$ cat src/rtl/gf_inverse_if.sv
// Byte stream handshake bundle for the GF(2^8) inverse unit.
// Input side carries the byte to invert, output side the inverse.
interface gf_inverse_if;
   logic [7:0] idata;
   logic       ivalid;
   logic       iready;
   logic [7:0] odata;
   logic       ovalid;
   logic       oready;

   modport master (
      output idata,
      output ivalid,
      input  iready,
      input  odata,
      input  ovalid,
      output oready
   );

   modport slave (
      input  idata,
      input  ivalid,
      output iready,
      output odata,
      output ovalid,
      input  oready
   );
endinterface

$ cat src/rtl/gf_inverse.sv
// Iterative AES-field inverse: x^254 via one square and one multiply
// per cycle, feeding the forward S-box affine stage.
module gf_inverse #(
   parameter logic [7:0] POLY = 8'h1B
) (
   input logic         clk,
   input logic         rst,
   gf_inverse_if.slave bus
);

   typedef enum logic [1:0] {
      IDLE,
      CALC,
      DONE
   } state_t;

   state_t     state_q, state_d;
   logic [7:0] sq_q, sq_d;
   logic [7:0] acc_q, acc_d;
   logic [2:0] cnt_q, cnt_d;
   logic [7:0] odata_q, odata_d;
   logic [7:0] s2;
   logic [7:0] prod;

   function automatic logic [7:0] gf_mul(
      input logic [7:0] a,
      input logic [7:0] b
   );
      logic [7:0] p;
      logic [7:0] t;
      p = 8'h00;
      t = a;
      for (int i = 0; i < 8; i++) begin
         if (b[i]) p = p ^ t;
         t = {t[6:0], 1'b0} ^ (t[7] ? POLY : 8'h00);
      end
      return p;
   endfunction

   assign s2   = gf_mul(sq_q, sq_q);
   assign prod = gf_mul(acc_q, s2);

   // rst gates iready so nothing is offered while held in reset
   assign bus.iready = (state_q == IDLE) && rst;
   assign bus.ovalid = (state_q == DONE);
   assign bus.odata  = odata_q;

   always_comb begin
      state_d = state_q;
      sq_d    = sq_q;
      acc_d   = acc_q;
      cnt_d   = cnt_q;
      odata_d = odata_q;
      unique case (state_q)
         IDLE: begin
            if (bus.ivalid) begin
               sq_d    = bus.idata;
               acc_d   = 8'h01;
               cnt_d   = 3'd0;
               state_d = CALC;
            end
         end
         CALC: begin
            sq_d  = s2;
            acc_d = prod;
            cnt_d = cnt_q + 3'd1;
            if (cnt_q == 3'd6) begin
               odata_d = prod;
               state_d = DONE;
            end
         end
         DONE: begin
            if (bus.oready) state_d = IDLE;
         end
         default: state_d = IDLE;
      endcase
   end

   always_ff @(posedge clk) begin
      if (!rst) begin
         state_q <= IDLE;
         sq_q    <= 8'h00;
         acc_q   <= 8'h00;
         cnt_q   <= 3'd0;
         odata_q <= 8'h00;
      end else begin
         state_q <= state_d;
         sq_q    <= sq_d;
         acc_q   <= acc_d;
         cnt_q   <= cnt_d;
         odata_q <= odata_d;
      end
   end

endmodule
$ cat src/flat_wrapper.sv
// flat-port wrapper written by rule: the top's interface ports become plain ports
module gf_inverse_flat 
#(
   parameter logic [7:0] POLY = 8'h1B
)
  (clk, rst, bus_idata, bus_ivalid, bus_iready, bus_odata, bus_ovalid, bus_oready);
  gf_inverse_if bus_i ();
  input logic clk;
  input logic rst;
  input wire logic [$bits(bus_i.idata)-1:0] bus_idata;
  input wire logic [$bits(bus_i.ivalid)-1:0] bus_ivalid;
  output wire logic [$bits(bus_i.iready)-1:0] bus_iready;
  output wire logic [$bits(bus_i.odata)-1:0] bus_odata;
  output wire logic [$bits(bus_i.ovalid)-1:0] bus_ovalid;
  input wire logic [$bits(bus_i.oready)-1:0] bus_oready;
  assign bus_i.idata = bus_idata;
  assign bus_i.ivalid = bus_ivalid;
  assign bus_iready = bus_i.iready;
  assign bus_odata = bus_i.odata;
  assign bus_ovalid = bus_i.ovalid;
  assign bus_i.oready = bus_oready;
  gf_inverse #(.POLY(POLY)) u_core (.clk(clk), .rst(rst), .bus(bus_i));
endmodule
$ cat config.mk
export PLATFORM = sky130hd
export DESIGN_NAME = gf_inverse_flat
export DESIGN_NICKNAME = d
export VERILOG_FILES = /design/src/rtl/gf_inverse_if.sv /design/src/rtl/gf_inverse.sv /design/src/flat_wrapper.sv
export SDC_FILE = /design/constraint.sdc
export NUM_CORES = 1
export LEC_CHECK = 0
export CAP_MARGIN = 20
export CORE_UTILIZATION = 50
export DETAILED_ROUTE_END_ITERATION = 12
export DONT_BUFFER_PORTS = 1
export PLACE_DENSITY = 0.75
export SLEW_MARGIN = 20
export SYNTH_ARGS = -nofsm -noshare
export SYNTH_HDL_FRONTEND = slang
export SYNTH_SLANG_ARGS = --single-unit
export TNS_END_PERCENT = 100
$ cat constraint.sdc
create_clock -name clk -period 7.92 [get_ports clk]
set_input_delay 0.792 -clock clk [delete_from_list [all_inputs] [get_ports clk]]
set_output_delay 0.792 -clock clk [all_outputs]
set_load 0.005 [all_outputs]
==> results.sh, run 1 <==
export IMPL_yosys_cell_types_count=51
export IMPL_multiInputGateArea_sq_um=2590
export IMPL_initial_core_util=0.526
export IMPL_die_x_um=84.2
export IMPL_grt_pass1_wl_mm=13.7
export IMPL_pwr_share_seq=0.156
export IMPL_synth_top_cells_by_count="xnor2_1 (71), nor2_1 (54), nand2_1 (39)"
export IMPL_ys_seq_elements=29
export IMPL_antenna_found_initial=0
export IMPL_synth_xor_area_frac=0.348
export IMPL_drt_first_pass_iters=5
export IMPL_post_cts_buffers=0
export IMPL_power_leakage_nw=1.22
export IMPL_power_density_nw_per_um2=514
export IMPL_gp_congestion=0.895
export IMPL_drive_gt1_frac=0.0513
export IMPL_cts_repair_resized=0
export IMPL_cts_root_buffer="clkbuf_8"
export IMPL_relSlewSlack=0.276
export IMPL_cts_tree="yes"
export IMPL_numCtsBuffers=5
export IMPL_intPower_w=0.000879
export IMPL_syn_area_sq_um=3380
export IMPL_cts_hold_buffers_added=0
export IMPL_swShare=0.500
export IMPL_die_h_um=84.2
export IMPL_finalHoldViolations=0
export IMPL_dp_hpwl_mm=5.68
export IMPL_synth_edf_count=0
export IMPL_dominantRegCellSynth="dfxtp_1"
export IMPL_final_seq_area_sq_um=581
export IMPL_syn_inst=438
export IMPL_rsz0062_at_grt="false"
export IMPL_wl_per_cell_um=16.3
export IMPL_die_area_sq_um=7090
export IMPL_setup_tns_ns=0
export IMPL_clock_sinks=29
export IMPL_grt_max_degree=29
export IMPL_async_reset_ff_frac=0
export IMPL_arrival_ns=4.25
export IMPL_ir_worst_vdd_v=0.000320
export IMPL_coreArea_sq_um=6420
export IMPL_fin_worst_skew_ns=0.00780
export IMPL_vias=2974
export IMPL_clk_pin_slew_worst_paths_ns=0.07
export IMPL_grt_ovfl_total=0
export IMPL_worst_skew_pair_late_latency_ns=0.29
export IMPL_finalPower_w=0.00176
export IMPL_synth_most_common_cell="xnor2_1"
export IMPL_synth_mux_area_frac=0.0426
export IMPL_clockBufferDepth=2
export IMPL_yosysWarningCount=0
export IMPL_timing_fmax_mhz=245
export IMPL_worstSetupStartpointType="register"
export IMPL_p_clk_frac=0.077
export IMPL_antenna_left=0
export IMPL_rrSetupSlack_ns=3.84
export IMPL_crit_fanout=22
export IMPL_num_fill_cells=597
export IMPL_power_switching_w=0.000880
export IMPL_comb_power_share=0.767
export IMPL_synth_simple_gate_area_share=0.176
export IMPL_synth_top_area_cell="xnor2_1"
export IMPL_place_inst=478
export IMPL_num_rows=29
export IMPL_htree_levels=2
export IMPL_num_antenna_cells=0
export IMPL_drt_initial_drc_count=205
export IMPL_finalWirelength_mm=7.91
export IMPL_grt_pass1_vias=2876
export IMPL_finalNonFillerCells=486
export IMPL_via_per_inst=6.12
export IMPL_area_delta_synth_final_pct=1.26
export IMPL_yosysTopAreaCellShare=0.184
export IMPL_post_route_period_util=0.515
export IMPL_end_kind="register"
export IMPL_layout_min_cycle_time_ns=4.08
export IMPL_slew_violations=0
export IMPL_drv_cap=0
export IMPL_num_io_pins=22
export IMPL_synth_avg_cell_area_sq_um=7.72
export IMPL_utilization=0.533
export IMPL_status="completed"
export IMPL_min_path_type="reg2reg"
export IMPL_syn_nets=453
export IMPL_finalSetupViolCount=0
export IMPL_drc=0
export IMPL_synth_area_leaders="xnor2_1 (18%), dfxtp_1 (17%), xnor3_1 (7.3%)"
export IMPL_synth_compound_area_share=0.190
export IMPL_synth_top_family_by_area="XOR/XNOR gates"
export IMPL_port_buffer_count=0
export IMPL_synth_seq_area_share=0.172
export IMPL_fin_nets=423
export IMPL_critical_path_class="reg2reg"
export IMPL_worstMarginPinSlew_ns=1.08
export IMPL_grt_total_usage=0.239
export IMPL_synth_fa_ha_area_frac=0.0111
export IMPL_cp_required_ns=8.10
## cells in the final DEF, fill, tap and decap left out, types with 4 or more instances in the layout
cell type  count
o221ai_1      10
o21ai_0       25
a21oi_1       28
dfxtp_1       29
nand3_1       15
xnor3_1       11
xnor2_1       71
nor2b_1        7
xnor2_2        4
xor2_1        23
clkbuf_8       7
o22a_1         8
nor3_1         6
nor2_1        54
inv_1          7
mux2i_1       11
nand2_1       39
## per-stage QoR
stage | cell area, sq um | setup WS [ns] | hold WS, ns
5_1_grt | 3420 | 3.45 | 0.512
3_3_place_gp | 3320 | 4.06 | 0.467
6_report | 3420 | 3.84 | 0.483
3_5_place_dp | 3320 | 3.91 | 0.473
4_1_cts | 3420 | 3.89 | 0.484
2_1_floorplan | 3380 | 4.99 | 0.451
## worst paths after layout
kind                                            to                              from  cells past startpoint
setup / recovery      u_core.acc_q[7]$_SDFFE_PN0P_       u_core.sq_q[7]$_SDFFE_PN0P_                      9
hold / removal    u_core.bus.odata[7]$_SDFFE_PN0P_  u_core.bus.odata[7]$_SDFFE_PN0P_                      2
hold reg to reg   u_core.bus.odata[7]$_SDFFE_PN0P_  u_core.bus.odata[7]$_SDFFE_PN0P_                      2
setup reg to reg      u_core.acc_q[7]$_SDFFE_PN0P_       u_core.sq_q[7]$_SDFFE_PN0P_                      9
## state kept, by name (all words and copies together) (netlist names)
register and flops:
u_core.state_q 2, u_core.acc_q 8, u_core.sq_q 8, u_core.bus.odata 8, u_core.cnt_q 3
## power groups by stage
stage / clock, W / combinational (W) / sequential, W
after floorplan: 0 / 0.00119 / 0.000183
after global placement: 0 / 0.00130 / 0.000273
after detailed placement: 0 / 0.00132 / 0.000275
after CTS: 0.000138 / 0.00133 / 0.000272
after global routing: 0.000144 / 0.00148 / 0.000283
final: 0.000135 / 0.00135 / 0.000274
## critical path, cell delays in order (launching register included)
cell,delay (ns)
dfxtp_1,0.86
ha_1,0.49
xnor3_1,0.24
or2_2,0.31
xnor2_1,0.69
nand2_1,0.16
xnor2_1,0.22
xnor3_1,0.34
xnor3_1,0.38
a32o_1,0.26
## per-layer routing
| metal | GRT usage | up-vias | wire length, um |
|---|---|---|---|
| li1 | - | 1443 | - |
| met1 | 0.311 | 1418 | 3570 |
| met5 | 0 | - | 0 |
| met3 | 0.0324 | 25 | 371 |
| met2 | 0.398 | 88 | 3700 |
| met4 | 0.107 | 0 | 273 |
## final cells by class
class / count / share of cell area
Timing Repair Buffer: 3 / 0.00658
Clock inverter: 1 / 0.00146
Inverter: 7 / 0.00768
Multi-Input combinational cell: 362 / 0.758
Tap cell: 77 / 0.0282
Sequential cell: 29 / 0.170
Clock buffer: 7 / 0.0282
## kinds of logic (layout without fill, tap and decap cells)
| family | count (synthesis) | after routing |
|---|---|---|
| AO/OA/AOI/OAI | 98 | 98 |
| XOR/XNOR | 111 | 111 |
| adder cells (fa/ha/maj) | 3 | 3 |
| buffers and inverters | 47 | 18 |
| flip-flops | 29 | 29 |
| multiplexers | 14 | 14 |
| AND/OR/NAND/NOR | 136 | 136 |
(Power assumes the default switching activity.)
==> run 2: changes to the inputs <==
==> constraint.sdc (replaced) <==
create_clock -name clk -period 4 [get_ports clk]
set_input_delay 0.4 -clock clk [delete_from_list [all_inputs] [get_ports clk]]
set_output_delay 0.4 -clock clk [all_outputs]
set_load 0.005 [all_outputs]
==> results.sh, run 2 (synthesis gave the netlist of run 1 again) <==
export IMPL_status="completed"
export IMPL_grt_pass1_wl_mm=14.3
export IMPL_dp_hpwl_mm=6.15
export IMPL_initial_core_util=0.526
export IMPL_worstMarginPinSlew_ns=0.833
export IMPL_cts_root_buffer="clkbuf_8"
export IMPL_finalWirelength_mm=8.34
export IMPL_met1_length_mm=3.66
export IMPL_setup_tns_ns=0
export IMPL_min_path_type="in2reg"
export IMPL_finalPower_w=0.00355
export IMPL_worst_skew_pair_late_latency_ns=0.27
export IMPL_end_kind="register"
export IMPL_grt_max_degree=29
export IMPL_coreArea_sq_um=6420
export IMPL_mostFrequentLayoutCell="xnor2_1"
export IMPL_ir_worst_vdd_v=0.000768
export IMPL_die_x_um=84.2
export IMPL_post_cts_buffers=0
export IMPL_fin_nets=436
export IMPL_critical_path_class="reg2reg"
export IMPL_clk_pin_slew_worst_paths_ns=0.06
export IMPL_post_route_period_util=0.835
export IMPL_wl_per_cell_um=16.8
export IMPL_finalNonFillerCells=498
export IMPL_finalSetupViolCount=0
export IMPL_grt_pass1_vias=2956
export IMPL_power_leakage_nw=1.28
export IMPL_wl_met2_mm=4.08
export IMPL_grt_total_usage=0.249
export IMPL_die_h_um=84.2
export IMPL_num_antenna_cells=0
export IMPL_port_buffer_count=0
export IMPL_finalHoldViolations=0
export IMPL_cts_repair_resized=0
export IMPL_drive_gt1_frac=0.0760
export IMPL_fin_worst_skew_ns=0.00679
export IMPL_top_layer="met4"
export IMPL_area_delta_synth_final_pct=3.70
export IMPL_worstSetupStartpointType="register"
export IMPL_drt_initial_drc_count=186
export IMPL_drc=0
export IMPL_cts_hold_buffers_added=0
export IMPL_num_fill_cells=564
export IMPL_cp_required_ns=4.17
export IMPL_cts_tree="yes"
export IMPL_mostFrequentLayoutCells="xnor2_1 (71), nor2_1 (54), nand2_1 (39), dfxtp_1 (29), a21oi_1 (28)"
export IMPL_final_seq_area_sq_um=581
export IMPL_die_area_sq_um=7090
export IMPL_met3_length_um=447
export IMPL_place_area_sq_um=3420
export IMPL_timing_fmax_mhz=299
export IMPL_drv_cap=0
export IMPL_htree_levels=2
export IMPL_gp_congestion=0.892
export IMPL_vias=2949
export IMPL_rsz0062_at_grt="false"
export IMPL_num_io_pins=22
export IMPL_antenna_found_initial=0
export IMPL_numCtsBuffers=5
export IMPL_stdcell_area_sq_um=3500
export IMPL_multiInputGateArea_sq_um=2590
export IMPL_clock_sinks=29
export IMPL_power_density_nw_per_um2=1010
export IMPL_crit_fanout=9
export IMPL_clockBufferDepth=2
export IMPL_slew_violations=0
export IMPL_arrival_ns=3.51
export IMPL_grt_ovfl_total=0
export IMPL_via_per_inst=5.92
export IMPL_drt_first_pass_iters=5
export IMPL_antenna_left=0
export IMPL_relSlewSlack=0.441
export IMPL_num_rows=29
export IMPL_place_inst=491
export IMPL_layout_min_cycle_time_ns=3.34
## run 2: changes by cell type in the layout (fill, tap and decap cells not counted)
| cell | change |
|---|---|
| clkinv_2 | -1 |
| buf_4 | +13 |
| clkbuf_1 | +1 |
| clkbuf_8 | -1 |
## run 2: power by group
group,internal (W),switching (W),total (W),leakage [nW]
registers,0.000340,0.000153,0.000493,0.237
clock network,0.000136,0.000100,0.000237,0.0443
logic,0.00132,0.00150,0.00282,0.998
## run 2: layout make-up
class                      instances  area share
tap                               77      0.0275
clock buffer                       7      0.0246
multi-input combinational        362       0.740
inverter                           7     0.00750
timing repair buffer              16      0.0343
sequential                        29       0.166
## run 2: worst paths after layout
kind	endpoint	depth (start not counted)	slack [ns]	from
hold reg to reg	u_core.bus.odata[7]$_SDFFE_PN0P_	2	0.48	u_core.bus.odata[7]$_SDFFE_PN0P_
setup reg to reg	u_core.acc_q[7]$_SDFFE_PN0P_	10	0.66	u_core.sq_q[0]$_SDFFE_PN0P_
hold / removal	u_core.state_q[1]$_SDFFE_PN0P_	1	0.25	rst
setup / recovery	u_core.acc_q[7]$_SDFFE_PN0P_	10	0.66	u_core.sq_q[0]$_SDFFE_PN0P_
## run 2: through the flow
stage / setup WS, ns / hold WS (ns) / utilization
after CTS: 0.660 / 0.242 / 0.546
final: 0.658 / 0.250 / 0.546
after global routing: 0.447 / 0.244 / 0.546
after floorplan: 1.07 / 0.451 / -
after detailed placement: 0.683 / 0.468 / 0.532
after global placement: 0.780 / 0.467 / 0.532
## run 2: critical path, stage by stage, from the launching register on
cell,delay [ns]
dfxtp_1,0.41
ha_1,0.51
xnor3_1,0.30
nor2_2,0.11
xnor2_1,0.14
xnor2_1,0.17
xnor3_1,0.38
nor2_1,0.12
xnor3_1,0.41
xnor3_1,0.40
a32o_1,0.27
## run 2: layer usage
layer / GRT usage / vias to the layer above
met1: 0.324 / 1380
li1: - / 1465
met2: 0.433 / 90
met4: 0.0878 / 0
met5: 0 / -
met3: 0.0216 / 14
